`src/rtl/dlx_pkg.sv`:
```
// Shared definitions for the DLX program loader and instruction memory.
package dlx_pkg;

  localparam int DLX_WORD_W = 32;

  // Returned for fetches that fall outside the loaded program.
  localparam logic [DLX_WORD_W-1:0] NOP_WORD_DEFAULT = 32'h0000_0000;

  // LOAD: accepting words, HOLD: pipeline still in reset, RUN: serving fetches.
  typedef enum logic [1:0] {
    LOAD,
    HOLD,
    RUN
  } ld_state_e;

endpackage

```
`src/rtl/dlx_prog_loader_if.sv`:
```
// Valid/ready word stream that carries a program into the loader.
interface dlx_prog_loader_if;
  import dlx_pkg::*;

  logic                  ld_valid;
  logic [DLX_WORD_W-1:0] ld_data;
  logic                  ld_last;
  logic                  ld_ready;

  modport master (output ld_valid, output ld_data, output ld_last, input ld_ready);
  modport slave  (input ld_valid, input ld_data, input ld_last, output ld_ready);
endinterface

```
`src/rtl/dlx_imem_array.sv`:
```
// Instruction word array: synchronous write port, registered read port.
module dlx_imem_array
  import dlx_pkg::*;
#(
  parameter int DEPTH = 64,
  localparam int AW = $clog2(DEPTH)
) (
  input  logic                  clock,
  input  logic                  we,
  input  logic [AW-1:0]         waddr,
  input  logic [DLX_WORD_W-1:0] wdata,
  input  logic [AW-1:0]         raddr,
  output logic [DLX_WORD_W-1:0] rdata
);

  logic [DLX_WORD_W-1:0] mem [DEPTH];

  // Write the loaded word and register the fetch read every cycle.
  // NOTE: no reset on the array or its read register, so this maps onto block
  // RAM; the top level masks stale or unloaded contents with NOP instead.
  always_ff @(posedge clock) begin
    if (we) mem[waddr] <= wdata;
    rdata <= mem[raddr];
  end

endmodule

```
`src/rtl/dlx_prog_loader.sv`:
```
// Program loader and instruction-memory responder for the DLX fetch port.
// Streams a program into the array, holds the pipeline in reset until the load
// settles, then answers pc fetches with one cycle of latency.
module dlx_prog_loader
  import dlx_pkg::*;
#(
  parameter int                    DEPTH          = 64,
  parameter logic [DLX_WORD_W-1:0] NOP_WORD       = NOP_WORD_DEFAULT,
  parameter int                    RELEASE_CYCLES = 2,
  localparam int AW = $clog2(DEPTH),
  localparam int CW = AW + 1
) (
  input  logic                  clock,
  input  logic                  reset,
  dlx_prog_loader_if.slave      ld,
  input  logic                  reload,
  input  logic [DLX_WORD_W-1:0] pc,
  output logic [DLX_WORD_W-1:0] inst_out,
  output logic                  cpu_reset,
  output logic                  load_done,
  output logic [CW-1:0]         word_count,
  output logic                  err_trunc
);

  localparam int HW = (RELEASE_CYCLES > 1) ? $clog2(RELEASE_CYCLES) : 1;

  ld_state_e             state, state_next;
  logic [CW-1:0]         count_next;
  logic [HW-1:0]         hold_cnt, hold_next;
  logic                  err_next;
  logic                  ready_q;
  logic                  xfer;
  logic                  wr_en;
  logic                  fetch_ok;
  logic [DLX_WORD_W-1:0] word_addr;
  logic [AW-1:0]         idx;
  logic                  fetch_hit;
  logic [DLX_WORD_W-1:0] rdata;

  assign ld.ld_ready = ready_q;
  assign xfer        = (state == LOAD) && ld.ld_valid && ready_q;

  // Byte address to word address; the low two bits drop out of the shift.
  assign word_addr = pc >> 2;
  assign idx       = word_addr[AW-1:0];
  assign fetch_hit = (state == RUN) && ({1'b0, idx} < word_count) &&
                     (word_addr < DLX_WORD_W'(DEPTH));

  // Next-state, counter and write-enable decode for the loader FSM.
  // NOTE: every signal gets a default before the case, so no latch is inferred.
  always_comb begin
    state_next = state;
    count_next = word_count;
    hold_next  = '0;
    err_next   = err_trunc;
    wr_en      = 1'b0;
    case (state)
      LOAD: begin
        if (xfer) begin
          wr_en      = 1'b1;
          count_next = word_count + CW'(1);
          if (ld.ld_last) begin
            state_next = HOLD;
          end else if (word_count == CW'(DEPTH - 1)) begin
            state_next = HOLD;
            err_next   = 1'b1;
          end
        end
      end
      HOLD: begin
        if (hold_cnt == HW'(RELEASE_CYCLES - 1)) state_next = RUN;
        else                                      hold_next  = hold_cnt + HW'(1);
      end
      RUN: begin
        if (reload) begin
          state_next = LOAD;
          count_next = '0;
        end
      end
      default: state_next = LOAD;
    endcase
  end

  // State, counters and registered outputs; reset is synchronous, active-low.
  // NOTE: sequential state is assigned with <= so every register samples the
  // pre-edge values of the others.
  always_ff @(posedge clock) begin
    if (!reset) begin
      state      <= LOAD;
      word_count <= '0;
      hold_cnt   <= '0;
      err_trunc  <= 1'b0;
      ready_q    <= 1'b0;
      cpu_reset  <= 1'b0;
      load_done  <= 1'b0;
      fetch_ok   <= 1'b0;
    end else begin
      state      <= state_next;
      word_count <= count_next;
      hold_cnt   <= hold_next;
      err_trunc  <= err_next;
      ready_q    <= (state_next == LOAD) && (count_next < CW'(DEPTH));
      cpu_reset  <= (state_next == RUN);
      load_done  <= (state_next == RUN);
      fetch_ok   <= fetch_hit;
    end
  end

  // Writes are suppressed while reset is asserted so a reset never stores a word.
  dlx_imem_array #(.DEPTH(DEPTH)) u_array (
    .clock (clock),
    .we    (wr_en && reset),
    .waddr (word_count[AW-1:0]),
    .wdata (ld.ld_data),
    .raddr (idx),
    .rdata (rdata)
  );

  // The registered qualifier selects stored data or NOP for this fetch.
  assign inst_out = fetch_ok ? rdata : NOP_WORD;

endmodule

```
`src/flat_wrapper.sv`:
```
// flat-port wrapper written by rule: the top's interface ports become plain ports
module dlx_prog_loader_flat import dlx_pkg::*;
#(
  parameter int                    DEPTH          = 64,
  parameter logic [DLX_WORD_W-1:0] NOP_WORD       = NOP_WORD_DEFAULT,
  parameter int                    RELEASE_CYCLES = 2,
  localparam int AW = $clog2(DEPTH),
  localparam int CW = AW + 1
)
  (clock, reset, reload, pc, inst_out, cpu_reset, load_done, word_count, err_trunc, ld_ld_valid, ld_ld_data, ld_ld_last, ld_ld_ready);
  dlx_prog_loader_if ld_i ();
  input  logic clock;
  input  logic reset;
  input  logic reload;
  input  logic [DLX_WORD_W-1:0] pc;
  output logic [DLX_WORD_W-1:0] inst_out;
  output logic cpu_reset;
  output logic load_done;
  output logic [CW-1:0] word_count;
  output logic err_trunc;
  input wire logic [$bits(ld_i.ld_valid)-1:0] ld_ld_valid;
  input wire logic [$bits(ld_i.ld_data)-1:0] ld_ld_data;
  input wire logic [$bits(ld_i.ld_last)-1:0] ld_ld_last;
  output wire logic [$bits(ld_i.ld_ready)-1:0] ld_ld_ready;
  assign ld_i.ld_valid = ld_ld_valid;
  assign ld_i.ld_data = ld_ld_data;
  assign ld_i.ld_last = ld_ld_last;
  assign ld_ld_ready = ld_i.ld_ready;
  dlx_prog_loader #(.DEPTH(DEPTH), .NOP_WORD(NOP_WORD), .RELEASE_CYCLES(RELEASE_CYCLES)) u_core (.clock(clock), .reset(reset), .ld(ld_i), .reload(reload), .pc(pc), .inst_out(inst_out), .cpu_reset(cpu_reset), .load_done(load_done), .word_count(word_count), .err_trunc(err_trunc));
endmodule
```
`config.mk`:
```
export PLATFORM = sky130hd
export DESIGN_NAME = dlx_prog_loader_flat
export DESIGN_NICKNAME = d
export VERILOG_FILES = /design/src/rtl/dlx_pkg.sv /design/src/rtl/dlx_prog_loader_if.sv /design/src/rtl/dlx_imem_array.sv /design/src/rtl/dlx_prog_loader.sv /design/src/flat_wrapper.sv
export SDC_FILE = /design/constraint.sdc
export NUM_CORES = 2
export LEC_CHECK = 0
export CAP_MARGIN = 20
export CORE_MARGIN = 2
export CORE_UTILIZATION = 55
export CTS_CLUSTER_SIZE = 24
export DETAILED_ROUTE_END_ITERATION = 8
export PLACE_DENSITY_LB_ADDON = 0.05
export SLEW_MARGIN = 10
export SYNTH_ARGS = -nofsm -noshare
export SYNTH_HDL_FRONTEND = slang
export SYNTH_SLANG_ARGS = --single-unit
```
`constraint.sdc`:
```
create_clock -name clock -period 7.6 [get_ports clock]
set_input_delay 1.14 -clock clock [delete_from_list [all_inputs] [get_ports clock]]
set_output_delay 1.14 -clock clock [all_outputs]
set_load 0.05 [all_outputs]
```
==> metrics.yaml <==
area_delta_synth_final_pct: 13.4
crit_type: "input port to register"
hp-class: "register to register"
grt_max_degree: 93
powerDensity_nw_per_um2: 263
num_antenna_cells: 0
firstDrtPassIters: 7
die_y_um: 383
cts_root_buf: "clkbuf_16"
wl_per_cell_um: 33.1
gp_congestion: 0.812
initial_core_util_pct: 55.3
intPower_mw: 18.8
peakVddDrop_mv: 0.221
final-hold-violation-count: 0
synthTopCellsByCount: "edfxtp_1, mux4_2, o22ai_1, nor2_1, buf_2"
critical_path_required_ns: 8.06
async_flop_share_pct: 0
clkPwrFrac_pct: 41.8
dp_hpwl_um: 107000
skew_ns: 0.0216
synth_cell_type_count: 54
finalCritPeriodShare_pct: 52.2
period_minus_slack_ns: 3.96
crit_fanout: 17
post-synth-top-area-fraction_pct: 77.7
n_fill_cell: 9741
multi_input_area_um2: 16200
cp_slowest_cell: "nor2_4"
slew_violations: 0
hp-start: "u_core.err_trunc"
grt_pass1_wl_um: 274000
reg2reg_to: "u_core.u_array.mem[22][22]"
io_pins: 112
drc: 0
routed_wl_um: 192000
switching_power_mw: 4.81
synth_edf_count: 2048
setup_violations: 0
rows: 139
regToRegStartpoint: "u_core.state[1]"
drive_gt1_share_pct: 27.3
synth_flop_cell: "edfxtp_1"
layout.nets: 3812
crit_path_end_kind: "register"
netlist_instances: 3460
slew_headroom_pct: 20.4
core_um2: 143000
synth-seq-cells: 2094
ant_nets: 0
synthMostInstantiatedCell: "edfxtp_1"
worstPathCellList: "clkdlybuf4s50_1 > and4bb_2 > nand2_1 > nor2_1 > nand3_1 > nor2_4 > buf_4"
h-tree-depth: 4
antenna_found_initial: 7
grt_pass1_vias: 38798
syn_area_per_cell_um2: 22.9
cpPeakStageDelay_ns: 0.96
grt_util_all_layers_pct: 26.5
cts_buffer_depth: 3
die-area_um2: 147000
die_x_um: 383
vias_per_cell: 6.42
run_status: "complete, no violations"
rsz0062_at_grt: "no"
hold_end: "u_core.err_trunc"
comb_power_share_pct: 4.3
cts_hold_buffers: 0
min_path_cells: 1
ff2ff_setup_slack_ns: 4.00
max_freq_mhz: 252
port_buffers: 109
drt_iter0_drc: 3978
swShare_pct: 20.4
yosys.area.top_type: "edfxtp_1"
clock_latency_ns: 0.82
vias: 37311
leakage_nw: 27.8
grt-ovfl-total: 0
crit_family: "simple AND/OR/NAND/NOR gates"
worstMarginPinSlew_ns: 1.18
seqPwrFrac_pct: 53.9
syn-num-nets: 3535
cts_tree: "built"
syn_area_um2: 79200
dpl-instance-area_um2: 83000
ctsResizeCount: 0
synth-warning-count: 0
cts_sinks: 2094
final-seq-area_um2: 62400
startpoint_type: "input port"
reg2regPathDepth: 6
postLayoutCellArea_um2: 89800
synth_area_leaders: "edfxtp_1, mux4_2, dfxtp_1"
cts_setup_buffers: 0
ys_seq_area_share_pct: 78.8
clkSlewWorstSetupHoldPaths_ns: 0.06
cts_buffers: 206
maxCapViolCount: 0
cp_num_buf_inv: 2
tns_ns: 0
cp.arrival_ns: 4.42
cells in the final DEF, fill, tap and decap left out, drive strengths merged, types with 5 or more instances in the layout:
| master | n |
|---|---|
| o21a | 10 |
| o21ai | 29 |
| mux2 | 18 |
| inv | 8 |
| clkinv | 92 |
| bufinv | 16 |
| nor2b | 22 |
| dfxtp | 46 |
| o221ai | 22 |
| nand2b | 21 |
| edfxtp | 2048 |
| nor3 | 20 |
| clkdlybuf4s50 | 71 |
| xnor2 | 5 |
| nand3 | 23 |
| o22a | 13 |
| a22oi | 27 |
| ha | 6 |
| o22ai | 140 |
| buf | 178 |
| mux2i | 31 |
| a21oi | 28 |
| mux4 | 511 |
| nor2 | 108 |
| clkinvlp | 6 |
| and2 | 40 |
| nor4 | 28 |
| nand2 | 22 |
| a221oi | 5 |
| a211oi | 12 |
| clkbuf | 262 |
power by group through the flow:
stage          registers, mW  logic [mW]  clock network, mW
2_1_floorplan           13.0       0.562                  0
3_3_place_gp            13.0       0.992                  0
3_5_place_dp            13.0        1.02                  0
4_1_cts                 12.7        1.02               10.1
5_1_grt                 12.7        1.08               10.5
6_report                12.7        1.02               9.88
flip-flops by register name (all words and copies together), names as in the netlist:
signal	flops
u_core.hold_cnt	1
u_core.state	2
u_core.ld.ld_ready	1
u_core.load_done	1
u_core.u_array.rdata	32
u_core.word_count	7
u_core.err_trunc	1
u_core.u_array.mem	2048
u_core.fetch_ok	1
cell type report:
| type | instances | share of cell area, % |
|---|---|---|
| Multi-Input combinational cell | 1179 | 18.1 |
| Inverter | 7 | 0.0293 |
| Clock buffer | 262 | 6.25 |
| Clock inverter | 115 | 1.07 |
| Tap cell | 1903 | 2.65 |
| Sequential cell | 2094 | 69.5 |
| Timing Repair Buffer | 249 | 2.41 |
kinds of logic (layout without fill, tap and decap cells):
| logic type | after synthesis | in the layout | synth area share (%) |
|---|---|---|---|
| flops | 2094 | 2094 | 78.8 |
| mux | 560 | 560 | 15.2 |
| compound gates | 308 | 308 | 2.61 |
| simple gates | 300 | 300 | 1.92 |
| buf+inv | 187 | 633 | 1.30 |
| fa+ha+maj | 6 | 6 | 0.0948 |
| xor+xnor | 5 | 5 | 0.0553 |
through the flow:
| step | std cells | worst slack, ns | hold WS (ns) | total power [mW] | utilization [%] |
|---|---|---|---|---|---|
| floorplan | 3460 | 3.87 | 0.544 | 13.5 | - |
| global placement | 5420 | 2.77 | 0.461 | 14.0 | 57.9 |
| detailed placement | 5423 | 2.73 | 0.477 | 14.0 | 57.9 |
| CTS | 5800 | 3.61 | 0.504 | 23.8 | 62.5 |
| global route | 5809 | 3.39 | 0.543 | 24.3 | 62.7 |
| finish | 5809 | 3.64 | 0.498 | 23.6 | 62.7 |
worst max path at each step:
stage,start,depth (start not counted),slack (ns),end
after floorplan,ld_ld_valid,5,3.87,u_core.u_array.mem[34][0]
after global placement,pc[2],7,2.77,u_core.u_array.rdata[2]
after detailed placement,pc[2],7,2.73,u_core.u_array.rdata[2]
after CTS,pc[2],7,3.61,u_core.u_array.rdata[2]
after global routing,pc[2],7,3.39,u_core.u_array.rdata[10]
final,ld_ld_valid,7,3.64,u_core.u_array.mem[22][22]
per-layer routing:
layer	share of wire, %	vias up	global-route usage [%]
li1	-	15393	-
met1	42	20267	38.3
met2	49	1390	42.1
met3	6.3	255	3.89
met4	3.1	6	9.01
met5	0.020	-	0
Note: power is estimated with default switching activity, not from simulation.
